--- config.mk ---
export PLATFORM = sky130hd
export DESIGN_NAME = power_gate_controller
export DESIGN_NICKNAME = d
export VERILOG_FILES = /design/src/rtl/power_gate_controller.sv
export SDC_FILE = /design/constraint.sdc
export NUM_CORES = 1
export LEC_CHECK = 0
export ABC_CLOCK_PERIOD_IN_PS = 2450
export BUFFER_PORTS_ARGS = -buffer_cell sky130_fd_sc_hd__clkbuf_2
export CAP_MARGIN = 20
export CORE_ASPECT_RATIO = 0.75
export CORE_UTILIZATION = 25
export CTS_BUF_LIST = sky130_fd_sc_hd__clkbuf_16
export DETAILED_ROUTE_END_ITERATION = 16
export PLACE_DENSITY = 0.44
export SYNTH_ARGS = -nofsm -noshare
export SYNTH_HDL_FRONTEND = slang
export SYNTH_SLANG_ARGS = --single-unit
--- constraint.sdc ---
create_clock -name clk -period 2.45 [get_ports clk]
set_input_delay 0.245 -clock clk [delete_from_list [all_inputs] [get_ports clk]]
set_output_delay 0.245 -clock clk [all_outputs]
set_load 0.05 [all_outputs]
--- src/rtl/power_gate_controller.sv ---
`default_nettype none
// ============================================================================
// Module      : power_gate_controller
// Description : Per-peripheral clock-gating sequencer. Watches each
//               peripheral's idle count and activity flag, requests the
//               clock-gate cell to stop the clock once the peripheral has
//               been idle for idle_threshold cycles, and restarts it on a
//               wake request or when the peripheral is disabled.
//               Each gate transition is a request/acknowledge handshake
//               bounded by ACK_TIMEOUT cycles.
// Revision    : 1.0 - initial release
// ----------------------------------------------------------------------------
// Parameters  : N           number of peripherals
//               W           idle count / threshold width
//               ACK_TIMEOUT max cycles to wait for gate_ack (>= 1)
// Ports       : clk             system clock
//               rst_n           asynchronous active-low reset
//               idle_count      [N-1:0][W-1:0] idle cycles per peripheral
//               recent_activity [N-1:0] recent-activity flags
//               periph_en       [N-1:0] peripheral enables
//               wake_req        [N-1:0] level wake requests
//               idle_threshold  [W-1:0] gating threshold, 0 = never gate
//               gate_ack        [N-1:0] gate status, 1 = clock running
//               gate_en         [N-1:0] gate enable, 1 = run clock
//               gated           [N-1:0] peripheral is fully gated
//               ack_err         [N-1:0] sticky handshake timeout flags
//               gate_count      [N-1:0][7:0] saturating gate-event counts
//                               (only when POWER_GATE_STATS_EN is defined)
// Options     : POWER_GATE_STATS_EN adds the gate_count statistics output.
// ============================================================================
module power_gate_controller #(
    parameter int N           = 4,
    parameter int W           = 16,
    parameter int ACK_TIMEOUT = 16
) (
    input  logic                clk,
    input  logic                rst_n,
    input  logic [N-1:0][W-1:0] idle_count,
    input  logic [N-1:0]        recent_activity,
    input  logic [N-1:0]        periph_en,
    input  logic [N-1:0]        wake_req,
    input  logic [W-1:0]        idle_threshold,
    input  logic [N-1:0]        gate_ack,
    output logic [N-1:0]        gate_en,
    output logic [N-1:0]        gated,
`ifdef POWER_GATE_STATS_EN
    output logic [N-1:0][7:0]   gate_count,
`endif
    output logic [N-1:0]        ack_err
);

    localparam int TW = $clog2(ACK_TIMEOUT + 1);
    // The counter holds the number of completed waiting cycles; the
    // ACK_TIMEOUT-th waiting cycle is the one that observes this value.
    localparam logic [TW-1:0] C_TO_LAST = TW'(ACK_TIMEOUT - 1);
    localparam logic [TW-1:0] C_TO_SAT  = TW'(ACK_TIMEOUT);

    typedef enum logic [1:0] {
        S_RUN   = 2'd0,
        S_DRAIN = 2'd1,
        S_GATED = 2'd2,
        S_WAKE  = 2'd3
    } state_t;

    // Threshold zero disables gating globally.
    logic w_thr_valid;
    assign w_thr_valid = (idle_threshold != '0);

    for (genvar gi = 0; gi < N; gi++) begin : g_periph
        state_t        r_state;
        state_t        w_next;
        logic [TW-1:0] r_cnt;
        logic          r_gate_en;
        logic          r_gated;
        logic          r_ack_err;
        logic          w_go_idle;
        logic          w_timeout;
        logic          w_set_err;
        logic          w_wait_next;

        // wake_req blocks go_idle, so a simultaneous request keeps RUN.
        assign w_go_idle = periph_en[gi] & ~recent_activity[gi] & ~wake_req[gi]
                         & w_thr_valid & (idle_count[gi] >= idle_threshold);
        assign w_timeout = (r_cnt >= C_TO_LAST);
        assign w_wait_next = (w_next == S_DRAIN) || (w_next == S_WAKE);

        always_comb begin
            w_next    = r_state;
            w_set_err = 1'b0;
            case (r_state)
                S_RUN: begin
                    if (w_go_idle) w_next = S_DRAIN;
                end
                S_DRAIN: begin
                    // Precedence: ack completion > abort > timeout.
                    if (!gate_ack[gi]) begin
                        w_next = S_GATED;
                    end else if (wake_req[gi] || recent_activity[gi] || !periph_en[gi]) begin
                        w_next = S_WAKE;
                    end else if (w_timeout) begin
                        w_next    = S_WAKE;
                        w_set_err = 1'b1;
                    end
                end
                S_GATED: begin
                    // idle_count and threshold are deliberately ignored here.
                    if (wake_req[gi] || !periph_en[gi]) w_next = S_WAKE;
                end
                S_WAKE: begin
                    if (gate_ack[gi]) begin
                        w_next = S_RUN;
                    end else if (w_timeout) begin
                        w_next    = S_RUN;
                        w_set_err = 1'b1;
                    end
                end
                default: w_next = S_RUN;
            endcase
        end

        always_ff @(posedge clk or negedge rst_n) begin
            if (!rst_n) begin
                r_state   <= S_RUN;
                r_cnt     <= '0;
                r_gate_en <= 1'b1;
                r_gated   <= 1'b0;
                r_ack_err <= 1'b0;
            end else begin
                r_state   <= w_next;
                r_gate_en <= (w_next == S_RUN) || (w_next == S_WAKE);
                r_gated   <= (w_next == S_GATED);
                if (w_set_err) r_ack_err <= 1'b1;

                if (w_wait_next && (w_next != r_state)) begin
                    r_cnt <= '0;
                end else if (w_wait_next) begin
                    if (r_cnt != C_TO_SAT) r_cnt <= r_cnt + TW'(1);
                end else begin
                    r_cnt <= '0;
                end
            end
        end

        assign gate_en[gi] = r_gate_en;
        assign gated[gi]   = r_gated;
        assign ack_err[gi] = r_ack_err;

`ifdef POWER_GATE_STATS_EN
        logic [7:0] r_gcnt;

        always_ff @(posedge clk or negedge rst_n) begin
            if (!rst_n) begin
                r_gcnt <= 8'd0;
            end else if ((r_state == S_DRAIN) && (w_next == S_GATED) && (r_gcnt != 8'hFF)) begin
                r_gcnt <= r_gcnt + 8'd1;
            end
        end

        assign gate_count[gi] = r_gcnt;
`endif
    end

endmodule
`default_nettype wire

==> metrics.txt, run 1 <==
signal arrival time at the worst endpoint=approximately 2.5 ns; sequential-to-total area share from yosys stat=a little over a quarter; CP Launch Type=input pin; vertical die dimension=~110 um; post-synthesis to final-layout area growth=36.5%; most instantiated cells after synthesis=84 x sky130_fd_sc_hd__ha_1, 38 x sky130_fd_sc_hd__inv_1, 37 x sky130_fd_sc_hd__a21oi_1; count of input and output buffers=109; CP cell instances=clkbuf_2 > inv_1 > ha_1 > and4_1 > o211ai_2 > or4_4 > a31oi_4 > or2_1 > ha_1 > nor2_2 > a2111oi_2; utilization after layout=35.0%; filler-free cell count of the finished design=760; EDFF count, synth=0; Final #Nets=741; most instantiated library cell after synthesis=sky130_fd_sc_hd__ha_1; Final Wtd Congestion=0.847; floorplan die area=15300 um2; depth of the worst register-to-register path=12; summed negative setup slack over all endpoints=0 ns; share of the clock period used by the worst path=between 90% and 100%; CTS Buf Count=5; Ports=between 100 and 150; standard cell area after detailed placement=about 4700 um2; clock root buffer=sky130_fd_sc_hd__clkbuf_16; area share of the leading cell type in the synthesized netlist=between 20% and 30%; clk slew on worst S/H paths=~0.06 ns; Crit path max-delay family=simple AND/OR/NAND/NOR gates; final HPWL from detailed placement=around 9000 um; DP Cell Count=747; hold violation count in the final report=0; number of cells on the critical path=11; setup clock skew after layout=~0.005 ns; post-route standard cell area excluding fillers=between 5000 and 6000 um2; initial antenna violation count=0; worst setup slack after placement=-0.244 ns; worst-margin pin slew=0.785 ns; most frequent CP cell=sky130_fd_sc_hd__ha_1; post-layout total power=3.30 mW; Skew-Pair Late Insertion Delay=0.28 ns; number of global-route vias before repair=3425; reported max-cap violation count=0; highest achievable clock rate=between 400 and 500 MHz; cell with the largest stage delay on the worst path=sky130_fd_sc_hd__or4_4; combined buffer and inverter count along the critical path=2; unrepaired setup endpoints after global routing=true; static leakage=2.52 nW; Power per Cell Area=653 nW/um2; count of distinct cell types in the synthesized netlist=46; global-route wire length before repair=between 15000 and 20000 um; clock period minus final worst setup slack=approximately 2.3 ns; Chip Width=143 um; hold buffer count at cts=0; buffer levels on the longest clock path=2; required time worst endpoint=2.62 ns; number of diodes=0; clock tree from TritonCTS=yes; slowest stage delay, CP=0.53 ns; post-synth top area cell=sky130_fd_sc_hd__ha_1; vias per cell=4.51; layout cells sized above 1=between 30% and 40%; H-tree levels=2; number of violations reported at the end of detailed-routing iteration 0=around 120; All-Layer GR Usage=14.1%; Primary FF master, synth=sky130_fd_sc_hd__dfrtp_1; Core Region=approximately 14000 um2; number of synthesized register bits=40; wirelength, routed=~10000 um; Antenna Nets Post-Route=0; top post-synthesis cells by area=sky130_fd_sc_hd__ha_1 28%, sky130_fd_sc_hd__dfrtp_1 24%, sky130_fd_sc_hd__a21oi_1 5.0%; type of the tightest min-delay check=in2async; setup slack of the critical path after layout=around 0.12 ns; Synth warnings=0; syn_area_per_cell=~9 um2; violations in the final reports=design-rule violations; remaining global-route overflow=0; Worst setup EP type=flip-flop; worst setup path class=in2reg; number of sinks on the clock net=40; Final setup viols=0; Hold WS=between 0.02 and 0.03 ns; outcome=complete, but fails checks; Max transition margin=a little under half; Net Count, Synth=590; DRC Markers=1; largest net degree at the start of global routing=41; maximum fanout encountered on the critical timing path=5; Post-Synthesis Cells=between 400 and 500; count of vias placed by the detailed router=~3400; row count=38; first-pass detailed-route iteration total=10; cell area after synthesis=3700 um2; Final Max Tran Viols=0; worst IR drop on VDD=between 0.3 and 0.4 mV; share of async-settable or async-resettable flops after synthesis=100%; effective utilization at floorplan=about 26%; average wire per cell in the routed design=between 10 and 15 um
-- routing by layer --
| metal | vias to the layer above | wire [um] | track usage, % |
|---|---|---|---|
| li1 | 1775 | - | - |
| met1 | 1597 | 5480 | 20.2 |
| met2 | 50 | 4520 | 22.2 |
| met3 | 6 | 304 | 2.31 |
| met4 | 0 | 78 | 2.30 |
| met5 | - | 0 | 0 |
-- final cells by class --
type | count | area [um2]
fill | 1511 | 9400
multi-input combinational | 317 | 2580
sequential | 40 | 1010
timing repair buffer | 156 | 898
tap | 200 | 250
inverter | 39 | 146
clock buffer | 5 | 125
clock inverter | 3 | 42.5
-- repair_timing --
action,4_1_cts,5_1_grt
resized for setup,5,20
endpoints found under the setup margin,5,10
hold endpoints to repair,0,0
buffers inserted,3,3
pin swaps,5,10
-- cell usage in the layout, fill, tap and decap left out, types with 10 or more instances in the layout --
cell,instances
sky130_fd_sc_hd__nor2_1,27
sky130_fd_sc_hd__nand3_1,10
sky130_fd_sc_hd__a21oi_1,33
sky130_fd_sc_hd__dfrtp_1,36
sky130_fd_sc_hd__nand2_1,24
sky130_fd_sc_hd__buf_4,47
sky130_fd_sc_hd__clkbuf_2,109
sky130_fd_sc_hd__ha_1,80
sky130_fd_sc_hd__o21ai_0,15
sky130_fd_sc_hd__inv_1,38
-- worst reg2reg max path: cells and delay by family, from the launching register on --
kind / cells / cell delay, ns
simple gates: 4 / 0.51
buf+inv: 2 / 0.37
flops: 1 / 0.38
compound gates: 3 / 0.48
fa+ha+maj: 3 / 0.51
-- cell families after synthesis --
logic type | synth area share (%)
flops | 27.2
mux | 1.35
compound gates | 16.3
fa+ha+maj | 28.4
xor+xnor | 2.84
simple gates | 17.6
buf+inv | 6.39
-- state kept, by name (all words and copies together), names as in the netlist --
register	count
g_periph.r_cnt	20
g_periph.r_state	8
g_periph.r_ack_err	4
g_periph.r_gate_en	4
g_periph.r_gated	4
-- worst paths after layout --
| kind | from | end | slack, ns |
|---|---|---|---|
| max | idle_threshold[9] | g_periph[1].r_cnt[4] | 0.12 |
| min | rst_n | g_periph[1].r_ack_err | 0.03 |
| max reg2reg | g_periph[2].r_cnt[1] | g_periph[2].r_cnt[2] | 0.12 |
| min reg2reg | g_periph[3].r_ack_err | g_periph[3].r_ack_err | 0.48 |
| max in group asynchronous | rst_n | g_periph[2].r_gate_en | 2.04 |
| min in group clk | recent_activity[2] | g_periph[2].r_ack_err | 0.33 |
-- where the power goes --
part	switching, mW	total, mW	internal, mW
sequential	0.158	1.01	0.853
clock	0.260	0.739	0.478
combinational	0.906	1.55	0.645
total	1.32	3.30	1.98
(Power assumes the default switching activity.)
==> run 2: changes to the inputs <==
- CTS_BUF_LIST: sky130_fd_sc_hd__clkbuf_16 -> sky130_fd_sc_hd__clkbuf_8
==> run 2 against run 1 <==
  * Via count is 0.50% lower
  * Final cell count stayed put
  * Non-clock buffer count stayed put
  * Worst setup slack worse by 0.071 ns
  * The flow still finishes with violations (design-rule violations)
  * Final area is 1.4% lower
  * Routed wire length is 0.20% lower
  * Critical path type is now reg2reg
  * Worst hold slack worse by 0.020 ns
  * Critical path depth is 1 higher
  * Sequential power hardly changed
  * Fmax is 2.9% lower
==> metrics.txt, run 2 (synthesis gave the netlist of run 1 again) <==
hold violation count in the final report=0 (unchanged); layout cells sized above 1=35.0% (was 35.4%); hold buffer count at cts=0 (unchanged); first-pass detailed-route iteration total=10 (unchanged); remaining global-route overflow=0 (unchanged); cell with the largest stage delay on the worst path=sky130_fd_sc_hd__dfrtp_1 (was sky130_fd_sc_hd__or4_4); DRC Markers=1 (unchanged); worst setup path class=reg2reg (was in2reg); Final Max Tran Viols=0 (unchanged); violations in the final reports=design-rule violations (unchanged); Antenna Nets Post-Route=0 (unchanged); most common library cell in the layout ignoring fill and taps=sky130_fd_sc_hd__clkbuf_2 (unchanged); Worst setup EP type=flip-flop (unchanged); worst-margin pin slew=0.753 ns (was 0.785 ns); global-route wire length before repair=16900 um (was 17000 um); Final Wtd Congestion=0.847 (unchanged); reported max-cap violation count=0 (unchanged); slowest stage delay, CP=0.39 ns (was 0.53 ns); CP cell instances=ha_2 > and3_4 > ha_2 > a211oi_2 > buf_4 > nand3_4 > a31oi_4 > or2_4 > ha_4 > o21ai_1 > buf_4 > nor4_4 (was clkbuf_2 > inv_1 > ha_1 > and4_1 > o211ai_2 > or4_4 > a31oi_4 > or2_1 > ha_1 > nor2_2 > a2111oi_2); signal arrival time at the worst endpoint=2.61 ns (was 2.50 ns); register with the highest flop count=g_periph.r_cnt (unchanged); effective utilization at floorplan=25.6% (unchanged); required time worst endpoint=2.65 ns (was 2.62 ns); DP Cell Count=747 (unchanged); share of the clock period used by the worst path=98.2% (was 95.3%); vertical die dimension=107 um (unchanged); H-tree levels=2 (unchanged); unrepaired setup endpoints after global routing=true (unchanged); average wire per cell in the routed design=13.6 um (was 13.7 um); clk slew on worst S/H paths=0.09 ns (was 0.06 ns); number of diodes=0 (unchanged); maximum fanout encountered on the critical timing path=5 (unchanged); origin of the critical flop-to-flop path=g_periph[2].r_cnt[1] (unchanged); Max transition margin=49.4% (was 47.2%); Power per Cell Area=625 nW/um2 (was 653 nW/um2); max reg flops=20 (unchanged); count of input and output buffers=109 (unchanged); count of vias placed by the detailed router=3411 (was 3428); floorplan die area=15300 um2 (unchanged); clock root buffer=sky130_fd_sc_hd__clkbuf_8 (was sky130_fd_sc_hd__clkbuf_16); vias per cell=4.49 (was 4.51); biggest registers after layout=g_periph.r_cnt x20, g_periph.r_state x8 (unchanged); CP Launch Type=flip-flop (was input pin); depth of the worst register-to-register path=12 (unchanged); Final #Nets=741 (unchanged); reg-to-reg endpoint=g_periph[2].r_cnt[2] (unchanged); All-Layer GR Usage=14.1% (about the same); CTS Buf Count=5 (unchanged); number of global-route vias before repair=3419 (was 3425); number of violations reported at the end of detailed-routing iteration 0=103 (was 117); wirelength, routed=10400 um (about the same); clock tree from TritonCTS=yes (unchanged); clock period minus final worst setup slack=2.41 ns (was 2.33 ns); Chip Width=143 um (unchanged); type of the tightest min-delay check=in2async (unchanged); setup clock skew after layout=0.00945 ns (was 0.00507 ns); largest net degree at the start of global routing=41 (unchanged); Core Region=14500 um2 (unchanged); Skew-Pair Late Insertion Delay=0.29 ns (was 0.28 ns); initial antenna violation count=0 (unchanged); row count=38 (unchanged); Final setup viols=0 (unchanged); highest achievable clock rate=416 MHz (was 428 MHz); post-layout total power=3.12 mW (was 3.30 mW); buffer levels on the longest clock path=2 (unchanged); top library cells by usage in the layout, fill and taps aside=109 x sky130_fd_sc_hd__clkbuf_2, 78 x sky130_fd_sc_hd__ha_1, 47 x sky130_fd_sc_hd__buf_4, 38 x sky130_fd_sc_hd__inv_1, 36 x sky130_fd_sc_hd__dfrtp_1 (was 109 x sky130_fd_sc_hd__clkbuf_2, 80 x sky130_fd_sc_hd__ha_1, 47 x sky130_fd_sc_hd__buf_4, 38 x sky130_fd_sc_hd__inv_1, 36 x sky130_fd_sc_hd__dfrtp_1); final HPWL from detailed placement=8860 um (unchanged); slack of the worst reg-to-reg path=0.04 ns (was 0.12 ns); post-synthesis to final-layout area growth=34.6% (was 36.5%); static leakage=2.49 nW (was 2.52 nW); worst IR drop on VDD=0.249 mV (was 0.391 mV); filler-free cell count of the finished design=760 (unchanged); Ports=110 (unchanged); outcome=complete, but fails checks (unchanged); number of sinks on the clock net=40 (unchanged)
## run 2: cell counts in the layout (fill, tap and decap cells not counted)
No cell type changed its count.
## run 2: worst max path at each step
stage	start	to	slack, ns	depth (start not counted)
2_1_floorplan	idle_threshold[14]	g_periph[1].r_cnt[4]	0.004	10
3_3_place_gp	idle_threshold[11]	g_periph[1].r_cnt[4]	-0.16	11
3_5_place_dp	idle_threshold[9]	g_periph[1].r_cnt[4]	-0.24	11
4_1_cts	g_periph[2].r_cnt[0]	g_periph[2].r_cnt[2]	-0.04	12
5_1_grt	g_periph[2].r_cnt[1]	g_periph[2].r_cnt[2]	-0.07	12
6_report	g_periph[2].r_cnt[1]	g_periph[2].r_cnt[2]	0.04	12
## run 2: per-stage QoR
step / TNS [ns] / setup slack [ns] / instance area (um2) / hold slack (ns) / util, %
after CTS: -0.0410 / -0.0410 / 4870 / 0.0312 / 33.7
final: 0 / 0.0446 / 4980 / 0.00461 / 34.5
after global placement: -0.719 / -0.164 / 4720 / 0.355 / 32.7
after global routing: -0.118 / -0.0742 / 4980 / 0.0527 / 34.5
after detailed placement: -1.01 / -0.244 / 4720 / 0.351 / 32.7
after floorplan: 0 / 0.00412 / 3700 / -0.0506 / -
## run 2: timing repair
item / in CTS / in global routing
endpoints found under the setup margin: 5 / 10
pin swaps: 4 / 9
gates resized for setup: 2 / 21
buffers inserted: 3 / 2
## run 2: report_power, final
group          total (mW)  switching, mW  internal (mW)
registers            1.01          0.157          0.851
clock network       0.542          0.241          0.302
logic                1.57          0.902          0.663
## run 2: cell type report
cell class	instances	area, um2
clock inverter	3	42.5
clock buffer	5	68.8
inverter	39	146
tap	200	250
sequential	40	1010
multi-input combinational	317	2570
timing repair buffer	156	898
fill	1522	9470
## run 2: per-layer routing
metal | global-route usage [%] | wire, um
met5 | 0 | 0
met4 | 2.30 | 87
met3 | 2.58 | 350
met2 | 22.2 | 4490
met1 | 20.2 | 5430
## run 2: critical path: cells and delay by family, from the launching register on
kind / cells / cell delay [ns]
compound gates: 3 / 0.47
fa+ha+maj: 3 / 0.47
buf+inv: 2 / 0.35
flops: 1 / 0.39
simple gates: 4 / 0.63
==> run 3: changes to the inputs <==
==> constraint.sdc (replaced) <==
create_clock -name clk -period 2.45 [get_ports clk]
set_input_delay 0.49 -clock clk [delete_from_list [all_inputs] [get_ports clk]]
set_output_delay 0.49 -clock clk [all_outputs]
set_load 0.05 [all_outputs]
==> run 3 against run 2 <==
  * The run now ends clean
  * Worst hold slack better by 0.24 ns
  * Sequential cell count did not move
  * Final area up 0.93%
  * Sequential share of layout area down 0.19 points
  * Routed wire length increased by 0.92%
  * Sequential power hardly changed
  * Via count up 0.50%
  * Largest power group unchanged
  * Worst setup slack got worse by 0.0098 ns
  * Fmax decreased by 0.41%
==> metrics.txt, run 3 (synthesis gave the netlist of run 1 again) <==
outcome=completed (was complete, but fails checks); Worst setup EP type=flip-flop (unchanged); DRC Markers=0 (was 1); clock tree from TritonCTS=yes (unchanged); setup clock skew after layout=0.00346 ns (was 0.00945 ns); register with the highest flop count=g_periph.r_cnt (unchanged); CP Launch Type=flip-flop (unchanged); number of diodes=0 (unchanged); clock root buffer=sky130_fd_sc_hd__clkbuf_8 (unchanged); hold violation count in the final report=0 (unchanged); maximum fanout encountered on the critical timing path=5 (unchanged); Final Wtd Congestion=0.857 (was 0.847); worst IR drop on VDD=0.467 mV (was 0.249 mV); Power per Cell Area=606 nW/um2 (was 625 nW/um2); signal arrival time at the worst endpoint=2.60 ns (was 2.61 ns); filler cell count in the final layout=1488 (was 1522); H-tree levels=2 (unchanged); count of vias placed by the detailed router=3428 (was 3411); Skew-Pair Late Insertion Delay=0.29 ns (about the same); floorplan die area=15300 um2 (unchanged); effective utilization at floorplan=25.6% (unchanged); standard cell area after detailed placement=4790 um2 (was 4720 um2); clk slew on worst S/H paths=0.08 ns (was 0.09 ns); reported max-cap violation count=0 (unchanged); static leakage=2.50 nW (was 2.49 nW); largest net degree at the start of global routing=41 (unchanged); worst-margin pin slew=0.715 ns (was 0.753 ns); remaining global-route overflow=0 (unchanged); part of the power in the clock network=19.8% (was 17.4%); Multi-input gate area=2600 um2 (was 2570 um2); CTS Buf Count=5 (unchanged); vertical die dimension=107 um (unchanged); highest achievable clock rate=414 MHz (was 416 MHz); post-synthesis to final-layout area growth=35.9% (was 34.6%); Core Region=14500 um2 (unchanged); max reg flops=20 (unchanged); Ports=110 (unchanged); biggest registers after layout=g_periph.r_cnt x20, g_periph.r_state x8 (unchanged); buffer levels on the longest clock path=2 (unchanged); combinational power share=47.5% (was 50.2%); number of violations reported at the end of detailed-routing iteration 0=92 (was 103); first-pass detailed-route iteration total=4 (was 10); Net Switching=1.25 mW (was 1.30 mW); sequential share of power=32.7% (was 32.4%); required time worst endpoint=2.64 ns (was 2.65 ns); type of the tightest min-delay check=in2async (unchanged); Final setup viols=0 (unchanged); most common library cell in the layout ignoring fill and taps=sky130_fd_sc_hd__clkbuf_2 (unchanged); layout cells sized above 1=35.9% (was 35.0%); All-Layer GR Usage=14.1% (about the same); initial antenna violation count=0 (unchanged); utilization after layout=34.8% (was 34.5%); Antenna Nets Post-Route=0 (unchanged); number of sinks on the clock net=40 (unchanged); average wire per cell in the routed design=13.8 um (was 13.6 um); global-route wire length before repair=16800 um (was 16900 um); Max transition margin=52.0% (was 49.4%); worst setup path class=reg2reg (unchanged); Hold WS=0.247 ns (was 0.00461 ns); Final #Nets=741 (unchanged); number of global-route vias before repair=3619 (was 3419); internal power of the cells=1.80 mW (was 1.82 mW); row count=38 (unchanged); vias per cell=4.51 (was 4.49); area taken by flip-flops and latches=1010 um2 (unchanged); switching share of total power=41.1% (was 41.7%); Chip Width=143 um (unchanged); share of the clock period used by the worst path=98.6% (was 98.2%); count of input and output buffers=109 (unchanged); Final Max Tran Viols=0 (unchanged); top library cells by usage in the layout, fill and taps aside=109 x sky130_fd_sc_hd__clkbuf_2, 77 x sky130_fd_sc_hd__ha_1, 47 x sky130_fd_sc_hd__buf_4, 37 x sky130_fd_sc_hd__a21oi_1 (was 109 x sky130_fd_sc_hd__clkbuf_2, 78 x sky130_fd_sc_hd__ha_1, 47 x sky130_fd_sc_hd__buf_4, 38 x sky130_fd_sc_hd__inv_1, 36 x sky130_fd_sc_hd__dfrtp_1); clock period minus final worst setup slack=2.42 ns (was 2.41 ns); post-route standard cell area excluding fillers=5030 um2 (was 4980 um2); wirelength, routed=10500 um (was 10400 um); final HPWL from detailed placement=8790 um (was 8860 um)
-- run 3: changes by cell type in the layout (fill, tap and decap cells not counted), sizes merged --
cell and delta:
clkbuf +2, clkinv -1, inv -1
-- run 3: critical path, cell delays in order (launching register included) --
cell and delay [ns]:
sky130_fd_sc_hd__dfrtp_1 0.40, sky130_fd_sc_hd__ha_2 0.19, sky130_fd_sc_hd__and3_4 0.16, sky130_fd_sc_hd__ha_4 0.16
sky130_fd_sc_hd__a211oi_4 0.24, sky130_fd_sc_hd__nand3_1 0.13, sky130_fd_sc_hd__a31oi_2 0.21, sky130_fd_sc_hd__or2_1 0.18
sky130_fd_sc_hd__ha_2 0.21, sky130_fd_sc_hd__o21ai_4 0.09, sky130_fd_sc_hd__nor4_2 0.34
-- run 3: power by group through the flow --
stage               sequential [mW]  combinational (mW)  clock, mW
global route                   1.02                1.63      0.659
finish                        0.996                1.45      0.604
CTS                           0.994                1.39      0.631
global placement              0.999                1.37          0
floorplan                     0.970                1.03          0
detailed placement             1.00                1.38          0
-- run 3: layout make-up --
class / count / area share (%)
multi-input combinational: 317 / 51.7
sequential: 40 / 20.0
timing repair buffer: 156 / 17.9
tap: 200 / 4.97
inverter: 39 / 2.98
clock buffer: 7 / 1.91
clock inverter: 1 / 0.597
-- run 3: stage by stage --
step                      setup TNS (ns)  cells  setup slack, ns  total power [mW]
final                                  0    760           0.0348              3.05
after global routing             -0.0640    760          -0.0639              3.31
after CTS                              0    758          0.00730              3.02
after detailed placement           -3.09    750           -0.308              2.38
after global placement             -2.45    750           -0.258              2.36
after floorplan                  -0.0357    408          -0.0357              2.00
-- run 3: final timing paths --
path                                       start                     to  slack (ns)  cells after the start
setup / recovery            g_periph[2].r_cnt[0]   g_periph[2].r_cnt[2]        0.03                     10
hold / removal                             rst_n    g_periph[2].r_gated        0.25                      2
min in group clk           g_periph[3].r_ack_err  g_periph[3].r_ack_err        0.48                      1
max in group asynchronous                  rst_n  g_periph[0].r_gate_en        1.81                      2
setup reg to reg            g_periph[2].r_cnt[0]   g_periph[2].r_cnt[2]        0.03                     10
hold reg to reg            g_periph[3].r_ack_err  g_periph[3].r_ack_err        0.48                      1
-- run 3: timing repair --
action | in CTS | in global routing
pin swaps | 0 | 11
cloned | 0 | 0
endpoints found under the setup margin | 1 | 10
buffers inserted | 0 | 2
hold buffers | 0 | 0
resized for setup | 1 | 18
-- run 3: metal layers --
metal	global-route usage (%)	part of all wire, %	up-vias
met1	18.8	50	1567
met3	3.02	4.5	12
met5	0	0	-
met2	23.6	44	73
met4	2.53	0.91	0
li1	-	-	1776
